<file path="src/rtl/oam_pkg.sv">
// oam_pkg: shared OAM entry layout, scan sizing and evaluator state encoding
package oam_pkg;
  localparam int NUM_ENTRIES = 64;
  localparam int MAX_SPRITES = 8;
  typedef struct packed {
    logic [7:0] attr;
    logic [7:0] tile;
    logic [7:0] x;
    logic [7:0] y;
  } oam_entry_t;
  typedef enum logic [1:0] {IDLE, SCAN, FINISH} state_t;
endpackage

</file>
<file path="src/rtl/sprite_line_hit.sv">
// sprite_line_hit: combinational test of whether a sprite's rows cover the scanline
module sprite_line_hit (
  input  logic [7:0] y,
  input  logic [7:0] line,
  input  logic       tall,
  output logic       hit
);
  logic [8:0] diff;
  // 9-bit difference: bit 8 is the borrow, so a line above the sprite top never wraps into a hit
  always_comb begin
    diff = {1'b0, line} - {1'b0, y};
    hit = !diff[8] && diff < (tall ? 9'd16 : 9'd8);
  end
endmodule

</file>
<file path="src/rtl/oam_sprite_evaluator.sv">
// oam_sprite_evaluator: scans OAM for one scanline and streams hits into line sprite slots
module oam_sprite_evaluator #(
  parameter int NUM_ENTRIES = oam_pkg::NUM_ENTRIES,
  parameter int MAX_SPRITES = oam_pkg::MAX_SPRITES
) (
  input  logic        clk,
  input  logic        reset,
  input  logic        start,
  input  logic [7:0]  line,
  input  logic        tall_sprites,
  output logic [5:0]  oam_read_addr,
  input  logic [31:0] oam_read_data,
  output logic        slot_valid,
  output logic [2:0]  slot_index,
  output logic [31:0] slot_data,
  output logic        busy,
  output logic        done,
  output logic [3:0]  sprite_count,
  output logic        overflow
);
  import oam_pkg::*;
  localparam int CW = $clog2(NUM_ENTRIES + 1);
  state_t state, state_next;
  oam_entry_t entry;
  logic [CW-1:0] rd_cnt;
  logic [7:0] line_q;
  logic tall_q, eval_v, hit, reading, last_eval, store_hit, over_hit;
  assign entry = oam_read_data;
  sprite_line_hit u_hit (.y(entry.y), .line(line_q), .tall(tall_q), .hit(hit));
  // state register
  always_ff @(posedge clk or posedge reset)
    if (reset) state <= IDLE;
    else state <= state_next;
  // next state and status outputs; reads are issued while the counter is below NUM_ENTRIES
  always_comb begin
    reading = state == SCAN && rd_cnt < CW'(NUM_ENTRIES);
    last_eval = eval_v && rd_cnt == CW'(NUM_ENTRIES);
    store_hit = state == SCAN && eval_v && hit && sprite_count < 4'(MAX_SPRITES);
    over_hit = state == SCAN && eval_v && hit && sprite_count == 4'(MAX_SPRITES);
    state_next = state == IDLE ? (start ? SCAN : IDLE) :
                 state == SCAN ? ((last_eval || over_hit) ? FINISH : SCAN) : IDLE;
    busy = state == SCAN;
    done = state == FINISH;
    oam_read_addr = reading ? 6'(rd_cnt) : 6'd0;
  end
  // datapath: eval_v marks the cycle the OAM data for the previous address is valid
  always_ff @(posedge clk or posedge reset)
    if (reset) begin
      rd_cnt <= '0;
      eval_v <= 1'b0;
      line_q <= '0;
      tall_q <= 1'b0;
      slot_valid <= 1'b0;
      slot_index <= '0;
      slot_data <= '0;
      sprite_count <= '0;
      overflow <= 1'b0;
    end else begin
      slot_valid <= store_hit;
      eval_v <= reading;
      if (state == IDLE && start) begin
        rd_cnt <= '0;
        line_q <= line;
        tall_q <= tall_sprites;
        sprite_count <= '0;
        overflow <= 1'b0;
      end else begin
        if (reading) rd_cnt <= rd_cnt + CW'(1);
        if (store_hit) begin
          slot_index <= sprite_count[2:0];
          slot_data <= entry;
          sprite_count <= sprite_count + 4'd1;
        end
        if (over_hit) overflow <= 1'b1;
      end
    end
endmodule

</file>
<file path="config.mk">
export PLATFORM = sky130hd
export DESIGN_NAME = oam_sprite_evaluator
export DESIGN_NICKNAME = d
export VERILOG_FILES = /design/src/rtl/oam_pkg.sv /design/src/rtl/sprite_line_hit.sv /design/src/rtl/oam_sprite_evaluator.sv
export SDC_FILE = /design/constraint.sdc
export NUM_CORES = 1
export LEC_CHECK = 0
export CAP_MARGIN = 15
export CORE_ASPECT_RATIO = 0.5
export CORE_MARGIN = 2
export CORE_UTILIZATION = 40
export DETAILED_ROUTE_END_ITERATION = 12
export PLACE_DENSITY_LB_ADDON = 0.15
export RECOVER_POWER = 25
export SLEW_MARGIN = 10
export SYNTH_ARGS = -nofsm -noshare
export SYNTH_HDL_FRONTEND = slang
export SYNTH_HIERARCHICAL = 1
export SYNTH_SLANG_ARGS = --single-unit
</file>
<file path="constraint.sdc">
create_clock -name clk -period 2.7 [get_ports clk]
set_input_delay 0.54 -clock clk [delete_from_list [all_inputs] [get_ports clk]]
set_output_delay 0.54 -clock clk [all_outputs]
set_load 0.05 [all_outputs]
</file>
==> results of run 1 <==
cells by family after synthesis:
logic type / after synthesis / share of synthesized area (%)
simple gates: 77 / 15.1
flops: 60 / 52.5
mux: 39 / 15.2
compound gates: 27 / 6.25
buf+inv: 25 / 4.20
fa+ha+maj: 12 / 5.25
xor+xnor: 5 / 1.53
timing repair:
action | in CTS | in global routing
buffers inserted | 12 | 1
pin swaps | 12 | 8
hold endpoints to repair | 0 | 0
cloned | 3 | 0
endpoints found under the setup margin | 43 | 43
gates resized for setup | 51 | 16
area by class of cell:
cell class | count | area share (%)
clock buffers | 14 | 5.38
clock inverters | 2 | 0.212
inverters | 17 | 1.62
multi-input cells | 160 | 31.8
flip-flops and latches | 60 | 31.8
well taps | 92 | 2.44
repair buffers | 123 | 26.7
cells in the mapped netlist, drive strengths merged (3+ instances only):
cell type / count / area (µm²)
ha: 12 / 150
and2: 5 / 31.3
dfrtp: 60 / 1500
mux2: 36 / 405
mux2i: 3 / 30.0
nor2: 10 / 40.0
or3: 3 / 18.8
a21oi: 8 / 43.8
nor3b: 3 / 32.5
nand2: 39 / 146
o21ai: 8 / 47.5
xnor2: 5 / 43.8
buf: 6 / 48.8
inv: 17 / 63.8
sequential cells by signal, summed over array words and instances (netlist names):
name and count:
slot_data 32, line_q 8, rd_cnt 7, sprite_count 4, slot_index 3, state 2, eval_v 1, overflow 1
slot_valid 1, tall_q 1
power breakdown:
group	switching (µW)	internal [µW]	total, µW	leakage [µW]
combinational	2110	1630	3740	0.00123
sequential	318	1290	1610	0.000775
clock	369	642	1010	0.000131
total	2790	3560	6360	0.00213
metrics by stage:
step,hold slack (ps),std cells
floorplan,450,245
global placement,473,439
detailed placement,480,439
CTS,501,468
global route,522,468
finish,498,468
routing by layer:
layer  share of wire, %  routed length (µm)  global-route usage (%)  up-vias
li1                   -                   -                       -     1104
met2                 49                3630                    33.1       61
met5                  0                   0                       0        -
met4               0.82                  61                    6.25        0
met1                 46                3380                    25.6     1171
met3                4.7                 350                    6.34        6
path summary, 6_finish.rpt:
check	start	endpoint	slack, ps
max	oam_read_data[5]	slot_data[27]$_DFFE_PP0P_	-340
min	tall_q$_DFFE_PP0P_	tall_q$_DFFE_PP0P_	500
max reg2reg	line_q[1]$_DFFE_PP0P_	slot_data[27]$_DFFE_PP0P_	-300
min reg2reg	tall_q$_DFFE_PP0P_	tall_q$_DFFE_PP0P_	500
max in group asynchronous	reset	line_q[6]$_DFFE_PP0P_	1030
min in group asynchronous	reset	slot_data[19]$_DFFE_PP0P_	940
worst max-delay path: stages:
cell and delay (ps):
clkdlybuf4s50_1 490, inv_1 80, ha_4 290, nand2_1 80, nor2_2 140, a31oi_1 120, xnor2_1 170, nor4_4 370
nand4b_4 160, nor2_4 150, buf_12 130, buf_12 110, buf_16 130, mux2_4 300
placed cells by master, fill, tap and decap left out, types with 4 or more instances in the layout:
cell,instances
clkdlybuf4s50_1,80
dfrtp_1,60
nand2_1,38
mux2_4,27
buf_4,25
inv_1,12
mux2_2,9
clkbuf_16,9
nor2_1,8
a21oi_1,6
ha_4,6
and2_1,5
ha_1,5
buf_12,5
xnor2_1,4
clkbuf_1,4
inv_2,4
==> impl_summary.log, run 1 <==
[metrics] utilization of the core after routing: 69.4%
[metrics] fraction of registers with async set or reset after synthesis: 100%
[metrics] startpoint type of the worst setup path: primary input
[metrics] area enclosed by the die boundary: 0.00789 mm²
[metrics] count of vias placed by the detailed router: 2342
[metrics] violated checks: setup timing
[metrics] P&R area growth vs syn: 65.1%
[metrics] Arrival @ worst endpoint: 3250 ps
[metrics] number of cells on the worst hold path: 2
[metrics] critical path endpoint category: register
[metrics] portion of the post-synthesis area used by sequential elements: 52.5%
[metrics] placed inst area: 0.00405 mm²
[metrics] number of buffers on the longest clock path: 2
[metrics] CTS sink cnt: 60
[metrics] area of the multi-input gates: 0.00150 mm²
[metrics] power consumption: 6360 µW
[metrics] number of standard cells after synthesis: 245
[metrics] RSZ-0062 raised after global routing: true
[metrics] storage element area: 0.00150 mm²
[metrics] via count of the first global-routing pass: 2450
[metrics] Warnings, synthesis: 6
[metrics] R2R cell count: 15
[metrics] fraction of final layout cells with drive strength greater than 1: 32.2%
[metrics] Slew Limit Headroom: 31.4%
[metrics] leakage power of the design: 0.00213 µW
[metrics] Die Ht: 63.8 µm
[metrics] CP Max Fanout: 7
[metrics] number of max-cap violations: 0
[metrics] count of hold buffers inserted by post-cts repair: 0
[metrics] Antenna diodes: 0
[metrics] total count of hold-check failures in the final report: 0
[metrics] RePlAce Congestion: 0.876
[metrics] total length of routed wires: 7410 µm
[metrics] pin count of the biggest net entering global routing: 37
[metrics] count of input and output buffers: 92
[metrics] clock transition at the registers of the reported paths: 50 ps
[metrics] worst vdd rail ir drop: 0.758 mV
[metrics] Final Cycle Share: 113%
[metrics] GRT Residual Overflow: 0
[metrics] most frequently used flop master after synthesis: dfrtp_1
[metrics] number of nets produced by synthesis: 301
[metrics] drt wl/cell: 15.8 µm
[metrics] Skew-Pair Late Insertion Delay: 320 ps
[metrics] number of clock buffers inserted by TritonCTS: 9
[metrics] number of antenna violations at the first check in global routing: 0
[metrics] count of pins over their slew limit: 0
[metrics] mean number of vias per cell: 5.00
[metrics] path category of the worst min-delay check: register to register
[metrics] Setup-failing EPs final: 42
[metrics] Final #Nets: 427
[metrics] count of flip-flops with a built-in enable after synthesis: 0
[metrics] Fin Clk Skew: 5.02 ps
[metrics] Fin Setup TNS: -11820 ps
[metrics] critical setup path kind: primary input to register
[metrics] Synth cell types: 44
[metrics] mapped cell area: 0.00286 mm²
[metrics] drc violations: 0
[metrics] CTS root buf: clkbuf_16
[metrics] total non-filler cell area in the finished layout: 0.00472 mm²
[metrics] Final WS setup: -341 ps
[metrics] pre-CTS worst setup slack: -1030 ps
[metrics] status: finished with violations
[metrics] post-synthesis area per instance: 11.7 µm²
[metrics] minimum period implied by the final worst setup slack: 3040 ps
[metrics] 1st-pass router iterations: 4
[metrics] # rows: 21
[metrics] TritonCTS clock tree: yes
[metrics] HPWL after detailed placement: 4860 µm
[metrics] highest clock rate: 329 MHz
[metrics] ports placed on the boundary: 93
[metrics] area of the core: 0.00681 mm²
[metrics] Initial Utilization: 42.0%
[metrics] wire length of the first global-routing pass: 12100 µm
[metrics] number of nets still failing antenna checks after routing: 0
[metrics] Worst Path Required: 2910 ps
[metrics] Least-Margin Pin Slew: 1030 ps
[metrics] number of DRC markers in iteration 0: 73
[metrics] htree depth: 3
[metrics] chip width: 124 µm
[metrics] register bit count reported by yosys: 60
[metrics] Power Density: 1350 mW/mm²
[metrics] fillcell total: 477
[metrics] total routing usage reported by global routing: 20.2%
Power figures use the tool's default switching activity.
==> run 2: changes to the inputs <==
Settings changed: REMOVE_ABC_BUFFERS set to 1.
==> run 2 against run 1 <==
Against the previous run:
- the flow still finishes with violations (setup timing)
- power increased by 0.46%
- final area decreased by 2.3%
- flip-flop and latch count did not move
- worst hold slack worse by 23 ps
- highest routed layer unchanged
==> impl_summary.log, run 2 (same netlist as run 1, synthesis figures left out) <==
[metrics] status: finished with violations
[metrics] violated checks: setup timing
[metrics] Skew-Pair Late Insertion Delay: 320 ps
[metrics] top library cells by usage in the layout, fill and taps aside: 79 x clkdlybuf4s50_1, 60 x dfrtp_1, 39 x nand2_1
[metrics] count of hold buffers inserted by post-cts repair: 0
[metrics] total non-filler cell area in the finished layout: 0.00461 mm²
[metrics] R2R cell count: 14
[metrics] HPWL after detailed placement: 4770 µm
[metrics] highest clock rate: 342 MHz
[metrics] register with the most flip-flops: slot_data
[metrics] Final #Nets: 426
[metrics] count of pins over their slew limit: 0
[metrics] mean number of vias per cell: 4.94
[metrics] TritonCTS clock tree: yes
[metrics] commonest non-fill, non-tap cell in the layout: clkdlybuf4s50_1
[metrics] htree depth: 3
[metrics] number of buffers on the longest clock path: 2
[metrics] number of nets still failing antenna checks after routing: 0
[metrics] number of max-cap violations: 0
[metrics] Antenna diodes: 0
[metrics] chip width: 124 µm
[metrics] Least-Margin Pin Slew: 1460 ps
[metrics] max reg flops: 32
[metrics] area of the multi-input gates: 0.00142 mm²
[metrics] fraction of final layout cells with drive strength greater than 1: 30.9%
[metrics] P&R area growth vs syn: 61.3%
[metrics] placed inst area: 0.00400 mm²
[metrics] drt wl/cell: 15.3 µm
[metrics] Die Ht: 63.8 µm
[metrics] fillcell total: 511
[metrics] critical path endpoint category: register
[metrics] storage element area: 0.00150 mm²
[metrics] count of input and output buffers: 92
[metrics] number of clock buffers inserted by TritonCTS: 9
[metrics] power consumption: 6390 µW
[metrics] clock transition at the registers of the reported paths: 50 ps
[metrics] Final Cycle Share: 108%
[metrics] number of DRC markers in iteration 0: 149
[metrics] Power Density: 1380 mW/mm²
[metrics] registers with the most flip-flops: slot_data x32, line_q x8, rd_cnt x7
[metrics] wire length of the first global-routing pass: 11800 µm
[metrics] Worst Path Required: 2900 ps
[metrics] critical setup path kind: register to register
[metrics] Fin Setup TNS: -7840 ps
[metrics] Arrival @ worst endpoint: 3120 ps
[metrics] Fin Clk Skew: 5.79 ps
[metrics] Slew Limit Headroom: 2.92%
[metrics] path category of the worst min-delay check: register to register
[metrics] number of cells on the worst hold path: 2
[metrics] total count of hold-check failures in the final report: 0
[metrics] minimum period implied by the final worst setup slack: 2920 ps
[metrics] number of antenna violations at the first check in global routing: 0
[metrics] Initial Utilization: 42.0%
[metrics] pin count of the biggest net entering global routing: 34
[metrics] CTS root buf: clkbuf_16
[metrics] total length of routed wires: 7130 µm
[metrics] # rows: 21
[metrics] count of vias placed by the detailed router: 2309
[metrics] startpoint type of the worst setup path: register
[metrics] Final WS setup: -222 ps
[metrics] pre-CTS worst setup slack: -896 ps
[metrics] ports placed on the boundary: 93
[metrics] 1st-pass router iterations: 4
[metrics] RSZ-0062 raised after global routing: true
[metrics] area of the core: 0.00681 mm²
[metrics] GRT Residual Overflow: 0
[metrics] Setup-failing EPs final: 40
[metrics] area enclosed by the die boundary: 0.00789 mm²
[metrics] total routing usage reported by global routing: 20.0%
[metrics] worst vdd rail ir drop: 0.795 mV
[metrics] drc violations: 0
[metrics] CP Max Fanout: 8
[metrics] RePlAce Congestion: 0.911
[metrics] leakage power of the design: 0.00209 µW
[metrics] via count of the first global-routing pass: 2272
[metrics] CTS sink cnt: 60
==> run 2: report_power, final <==
part / total (µW) / internal, µW / switching (µW)
Combinational: 3550 / 1490 / 2060
Sequential: 1610 / 1290 / 322
Clock: 1230 / 830 / 396
==> run 2: layer usage <==
layer / share of wire [%] / GRT usage (%)
met1: 45 / 26.3
met2: 46 / 30.6
met3: 7.7 / 7.86
met4: 0.91 / 5.54
met5: 0 / 0
==> run 2: critical path, stage by stage, from the launching register on <==
cell and delay [ps]:
dfrtp_1 420, ha_4 300, o21ai_2 50, nand2b_1 100
nand2_1 70, xnor2_1 130, ha_2 160, a311oi_1 220
o21ai_1 150, nor4_4 300, nand4b_4 150, nor2_4 150
buf_6 150, buf_12 140, mux2_4 300
==> run 2: worst paths after layout <==
| path | start | end | slack, ps |
|---|---|---|---|
| max | line_q[2]$_DFFE_PP0P_ | slot_data[2]$_DFFE_PP0P_ | -220 |
| max in group asynchronous | reset | slot_data[2]$_DFFE_PP0P_ | 690 |
| min | line_q[7]$_DFFE_PP0P_ | line_q[7]$_DFFE_PP0P_ | 470 |
| max reg2reg | line_q[2]$_DFFE_PP0P_ | slot_data[2]$_DFFE_PP0P_ | -220 |
| min reg2reg | line_q[7]$_DFFE_PP0P_ | line_q[7]$_DFFE_PP0P_ | 470 |
| min in group asynchronous | reset | slot_data[9]$_DFFE_PP0P_ | 890 |
==> run 2: timing repair <==
action,4_1_cts,5_1_grt
pin swaps,12,11
buffers inserted,5,3
cloned,2,1
endpoints found under the setup margin,43,43
gates resized for setup,43,14
hold endpoints to repair,0,0
==> run 2: cell type report <==
type | instances | share of cell area (%)
clock inverters | 6 | 1.90
repair buffers | 122 | 25.7
flip-flops and latches | 60 | 32.5
inverters | 17 | 1.38
clock buffers | 10 | 5.18
multi-input cells | 160 | 30.8
well taps | 92 | 2.49
==> run 2: through the flow <==
step	util (%)	hold WS, ps	cells
global route	67.8	470	467
CTS	66.9	464	464
detailed placement	58.7	467	441
floorplan	-	450	237
global placement	58.7	465	441
finish	67.8	475	467
==> run 3: changes to the inputs <==
Settings changed: CTS_CLUSTER_SIZE set to 8.
Clock period 2.7 ns to 3 ns, I/O delays scaled along.
==> run 3 against run 2 <==
Against the previous run:
- the run now ends clean
- largest power group unchanged
- non-clock buffer count increased by 1
- clock skew decreased by 1.6 ps
- clock-buffer cell count increased by 1
- via count increased by 0.22%
- critical path depth decreased by 2
- clock power decreased by 11%
- critical path type is now primary input to register
==> impl_summary.log, run 3 (same netlist as run 1, synthesis figures left out) <==
[metrics] HPWL after detailed placement: 4730 µm
[metrics] Slew Limit Headroom: 28.9%
[metrics] RePlAce Congestion: 0.902
[metrics] number of antenna violations at the first check in global routing: 0
[metrics] met3 wirelength from detailed routing: 477 µm
[metrics] Setup-failing EPs final: 0
[metrics] Antenna diodes: 0
[metrics] Worst Path Required: 3210 ps
[metrics] max reg flops: 32
[metrics] highest clock rate: 336 MHz
[metrics] area of the core: 0.00681 mm²
[metrics] critical path endpoint category: register
[metrics] fraction of final layout cells with drive strength greater than 1: 32.4%
[metrics] leakage power of the design: 0.00213 µW
[metrics] highest metal layer with signal wires: met4
[metrics] ports placed on the boundary: 93
[metrics] path length in cells of the critical path: 12
[metrics] clock transition at the registers of the reported paths: 50 ps
[metrics] Arrival @ worst endpoint: 3190 ps
[metrics] Final #Nets: 427
[metrics] Skew-Pair Late Insertion Delay: 330 ps
[metrics] Fin Setup TNS: 0 ps
[metrics] number of clock buffers inserted by TritonCTS: 9
[metrics] number of buffers on the longest clock path: 2
[metrics] CP Max Fanout: 8
[metrics] switching power summed over all nets: 2590 µW
[metrics] P&R area growth vs syn: 65.0%
[metrics] critical-path cell list: clkdlybuf4s50_1 -> inv_1 -> ha_1 -> nand2_1 -> o21ai_0 -> o21ai_2 -> nor4_4 -> nand4b_4 -> nor2_4 -> buf_6 -> buf_12 -> mux2_4
[metrics] pre-CTS worst setup slack: -675 ps
[metrics] clock network power share: 18.4%
[metrics] count of input and output buffers: 92
[metrics] path category of the worst min-delay check: register to register
[metrics] status: finished, final reports clean
[metrics] CTS sink cnt: 60
[metrics] wire length of the first global-routing pass: 11900 µm
[metrics] number of DRC markers in iteration 0: 84
[metrics] RSZ-0062 raised after global routing: true
[metrics] fraction of power spent switching nets: 43.4%
[metrics] minimum period implied by the final worst setup slack: 2980 ps
[metrics] drt wl/cell: 16.0 µm
[metrics] CTS root buf: clkbuf_16
[metrics] Fin Clk Skew: 4.21 ps
[metrics] drc violations: 0
[metrics] WP buf/inv: 4
[metrics] Initial Utilization: 42.0%
[metrics] Final Cycle Share: 99.2%
[metrics] number of cells on the worst hold path: 1
[metrics] Internal Power: 3380 µW
[metrics] commonest non-fill, non-tap cell in the layout: clkdlybuf4s50_1
[metrics] total non-filler cell area in the finished layout: 0.00472 mm²
[metrics] amount of wire on met2 after detailed routing: 3650 µm
[metrics] 1st-pass router iterations: 4
[metrics] total count of hold-check failures in the final report: 0
[metrics] Power Density: 1270 mW/mm²
[metrics] total length of routed wires: 7480 µm
[metrics] mean number of vias per cell: 4.94
[metrics] R2R cell count: 13
[metrics] registers with the most flip-flops: slot_data x32, line_q x8, rd_cnt x7
[metrics] Least-Margin Pin Slew: 1070 ps
[metrics] count of pins over their slew limit: 0
[metrics] via count of the first global-routing pass: 2396
[metrics] Die Ht: 63.8 µm
[metrics] startpoint type of the worst setup path: primary input
[metrics] placed inst area: 0.00403 mm²
[metrics] TritonCTS clock tree: yes
[metrics] top library cells by usage in the layout, fill and taps aside: 84 x clkdlybuf4s50_1, 60 x dfrtp_1, 37 x nand2_1
[metrics] met1 routed wirelength after detailed routing: 3250 µm
[metrics] worst vdd rail ir drop: 0.781 mV
[metrics] count of vias placed by the detailed router: 2314
[metrics] number of nets still failing antenna checks after routing: 0
[metrics] Final WS setup: 23.0 ps
[metrics] fillcell total: 478
[metrics] # rows: 21
[metrics] GRT Residual Overflow: 0
[metrics] count of hold buffers inserted by post-cts repair: 0
[metrics] critical path's slowest cell: clkdlybuf4s50_1
[metrics] number of max-cap violations: 0
[metrics] largest incremental delay on the critical path: 490 ps
[metrics] power share of the sequential group: 24.1%
[metrics] pin count of the biggest net entering global routing: 34
[metrics] total routing usage reported by global routing: 20.3%
[metrics] register with the most flip-flops: slot_data
[metrics] power consumption: 5980 µW
[metrics] htree depth: 3
[metrics] Gate power share: 57.6%
[metrics] critical setup path kind: primary input to register
[metrics] area enclosed by the die boundary: 0.00789 mm²
[metrics] Crit path max-delay family: buffers and inverters
[metrics] chip width: 124 µm
==> run 3: cell count changes in the layout (fill, tap and decap cells not counted), sizes merged <==
cell,change
clkdlybuf4s50,+5
buf,-3
clkinvlp,-3
clkbuf,+1
clkdlybuf4s15,-1
clkinv,+1
inv,+1
==> run 3: layout make-up <==
class / count / area (µm²) / area share (%)
clock buffers: 11 / 243 / 5.14
clock inverters: 5 / 75.1 / 1.59
inverters: 17 / 63.8 / 1.35
multi-input cells: 160 / 1500 / 31.8
flip-flops and latches: 60 / 1500 / 31.8
well taps: 92 / 115 / 2.44
repair buffers: 123 / 1220 / 25.9
==> run 3: timing repair <==
| item | CTS | global route |
|---|---|---|
| pin swaps | 12 | 12 |
| gates resized for setup | 50 | 22 |
| setup endpoints to repair | 41 | 39 |
| cloned | 2 | 1 |
| setup buffers | 6 | 2 |
==> run 3: final timing paths <==
path	startpoint	to	slack, ps
worst max-delay path	oam_read_data[7]	slot_data[24]$_DFFE_PP0P_	20
worst min-delay path	overflow$_DFFE_PP0P_	overflow$_DFFE_PP0P_	490
worst max register to register	line_q[1]$_DFFE_PP0P_	slot_data[24]$_DFFE_PP0P_	40
worst min register to register	overflow$_DFFE_PP0P_	overflow$_DFFE_PP0P_	490
max in group asynchronous	reset	rd_cnt[6]$_DFFE_PP0P_	640
min in group asynchronous	reset	slot_data[23]$_DFFE_PP0P_	980
==> run 3: metal layers <==
layer / global-route usage [%] / vias to the layer above
met5: 0 / -
met4: 8.52 / 0
met3: 7.86 / 9
met2: 31.8 / 77
met1: 25.2 / 1130
li1: - / 1098
==> run 3: metrics by stage <==
| step | util, % | hold slack, ps | cells |
|---|---|---|---|
| 3_5_place_dp | 59.2 | 468 | 442 |
| 4_1_cts | 67.8 | 495 | 466 |
| 3_3_place_gp | 59.2 | 464 | 442 |
| 6_report | 69.4 | 486 | 468 |
| 2_1_floorplan | - | 450 | 237 |
| 5_1_grt | 69.4 | 521 | 468 |
==> run 3: power by group through the flow <==
stage                     combinational, µW  clock (µW)  sequential (µW)
final                                  3440        1100             1440
after CTS                              3250        1120             1430
after floorplan                        1160           0             2190
after detailed placement               2970           0             1410
after global placement                 2900           0             1400
after global routing                   3630        1160             1480
==> variant (config.mk and constraints of run 2) <==
Change the package constant `NUM_ENTRIES` from 64 to 256.
--- a/src/rtl/oam_pkg.sv
+++ b/src/rtl/oam_pkg.sv
@@ -1,6 +1,6 @@
 // oam_pkg: shared OAM entry layout, scan sizing and evaluator state encoding
 package oam_pkg;
-  localparam int NUM_ENTRIES = 64;
+  localparam int NUM_ENTRIES = 256;
   localparam int MAX_SPRITES = 8;
   typedef struct packed {
     logic [7:0] attr;
Behaviour: no difference found for any inputs over 10 cycles, from zero or initial values and one cycle with reset high; that may be too few to reach the edited logic, so the function may still have changed.
==> variant against run 2 <==
  * The flow finishes with violations (max-capacitance violations, max-slew violations, negative setup slack)
  * Hold slack gained 0.011 ns
  * Die area grew 2.9%
  * Setup slack lost 0.10 ns
  * Global-route usage grew 0.20 points
  * Total power grew 2.3%
  * Sequential power grew 6%
  * Clock skew shrank 0.0014 ns
  * Sequential cell count grew 2
  * Combinational power grew 6.8%
  * Count of clock-buffer cells in the layout grew 1
  * Synthesized area grew 3.0%
  * Cell area grew 1.9%
  * Sequential share of layout area grew 0.47 points
  * Routed wire length grew 6.0%
  * Critical path type unchanged
  * Largest power group unchanged
==> variant: results (changes against run 2) <==
* Vias in the first global route at 2453 (+8.0%)
* Crit path max-delay cell type: dfrtp_1
* Cells after DPL at 453 (+2.7%)
* Clk_lat worst skew at 0.32 ns (about the same)
* H-tree Lvls at 3 (unchanged)
* Hold WC Path Type: in2reg
* Setup TNS at -10.44 ns (-2.61 ns)
* Largest net degree at the start of global routing at 63 (+85%)
* TritonCTS Buffers at 9 (unchanged)
* GR Layer Usage met2 at 33.2% (+2.6 points)
* Status: finished, violations left
* Share of cells above drive strength 1 at 28.8% (-2.2 points)
* CTS Buffer Depth at 2 (unchanged)
* Failing checks: max-capacitance violations, max-slew violations, negative setup slack
* Max IR drop VDD at 0.636 mV (-20%)
* Data arrival time of the critical path at 3.23 ns (+0.11 ns)
* Hold Crit Start: oam_read_data[1]
* Port Buffers at 92 (unchanged)
* Critical path's largest stage delay at 0.40 ns (-0.02 ns)
* Slew Limit Fails at 63 (+63)
* TritonRoute pass-1 iters at 4 (unchanged)
* Final setup fails at 39 (-2.5%)
* Post-CTS Resized at 72 (+67%)
* Sequential element share of the synthesized area at 52.6% (+0.16 points)
* Worst-Margin Slew at 1.55 ns (+0.0929 ns)
* Async SR Flop Fraction at 100% (unchanged)
* Nets at 433 (+1.6%)
* Reg2reg start: line_q[1]
* HPWL after DPL at 4.69 mm (-1.7%)
* WL met3 at 419 microns (-23%)
* First-pass GRT wire length at 12.5 mm (+6.6%)
* Largest registers: slot_data (32), rd_cnt (9), line_q (8)
* Non-Filler Instances at 475 (+1.7%)
* Syn. warnings at 6 (unchanged)
* Distinct cells, synth at 43 (-2.3%)
* Top post-synthesis cells by area: dfrtp_1 (53%), mux2_2 (14%), nand2_1 (5.2%), ha_1 (5.1%), inv_1 (2.2%)
* Setup bufs post-CTS at 7 (+2)
* Area after DPL at 4080 sq um (+2.1%)
* Met1 Track Usage GR at 25.6% (-0.73 points)
* MaxCap Viol Count at 1 (+1)
* DP Worst Slack at -0.890 ns (+0.00587 ns)
* Met2 routed WL at 3.58 mm (+8.5%)
* Clock skew at 0.00439 ns (-0.00140 ns)
* Tot GR Track Use at 20.2% (+0.20 points)
* Worst-path fanout max at 6 (-2)
* Post-DR wirelength/cell at 15.9 microns (+4.2%)
* DR top layer: met4
* Synth cell count leaders: dfrtp_1 (62), nand2_1 (41), mux2_2 (36)
* Via density at 4.95 (+0.19%)
* Leak at 2.10 nW (+0.64%)
* RePlAce Congestion at 0.860 (-5.7%)
* Root Driver: clkbuf_16
* First DRT Iteration DRCs at 118 (-21%)
* M3 GR Usage at 6.61% (-1.3 points)
* Final WS setup at -0.324 ns (-0.101 ns)
* Met1 wire length at 3.44 mm (+7.1%)
* Post-Synthesis Cells at 258 (+5.3%)
[variant: cell count changes after synthesis, sizes merged, moves of 2 or more]
cell / run 2 / this run
dfrtp: 60 / 62
nand4: 1 / 3
nor3: 2 / 4
nand2: 39 / 41
[variant: report_power, final]
| part | internal, mW | total, mW | switching (mW) |
|---|---|---|---|
| sequential | 1.36 | 1.71 | 0.350 |
| clock | 0.651 | 1.03 | 0.377 |
| combinational | 1.64 | 3.79 | 2.15 |
[variant: critical path, delay by kind of cell (launching register included)]
family,cells,cell delay (ns)
mux,1,0.30
xor+xnor,1,0.13
fa+ha+maj,2,0.56
compound gates,2,0.41
simple gates,4,0.69
flops,1,0.40
buf+inv,4,0.40
[variant: logic make-up (layout without fill, tap and decap cells)]
family | Yosys count | count (layout) | share of synthesized area (%)
mux | 40 | 40 | 15.1
simple gates | 84 | 84 | 15.2
fa+ha+maj | 12 | 12 | 5.09
xor+xnor | 5 | 5 | 1.49
flops | 62 | 62 | 52.6
buf+inv | 26 | 147 | 4.12
compound gates | 29 | 29 | 6.41
[variant: area by class of cell]
class                           instances  area [sq um]
Timing Repair Buffer                  117          1180
Fill cell                             572          2540
Inverter                               17          63.8
Clock inverter                          2          10.0
Multi-Input combinational cell        170          1520
Clock buffer                           11           253
Sequential cell                        62          1550
Tap cell                               96           120
[variant: path summary, 6_finish.rpt]
| check | to | slack (ns) | cells after the start |
|---|---|---|---|
| max in group asynchronous | slot_data[4] | 0.58 | 3 |
| setup reg to reg | slot_data[12] | -0.32 | 14 |
| hold reg to reg | overflow | 0.50 | 1 |
| min in group asynchronous | slot_data[10] | 1.20 | 3 |
| setup / recovery | slot_data[12] | -0.32 | 14 |
| hold / removal | slot_data[1] | 0.49 | 2 |
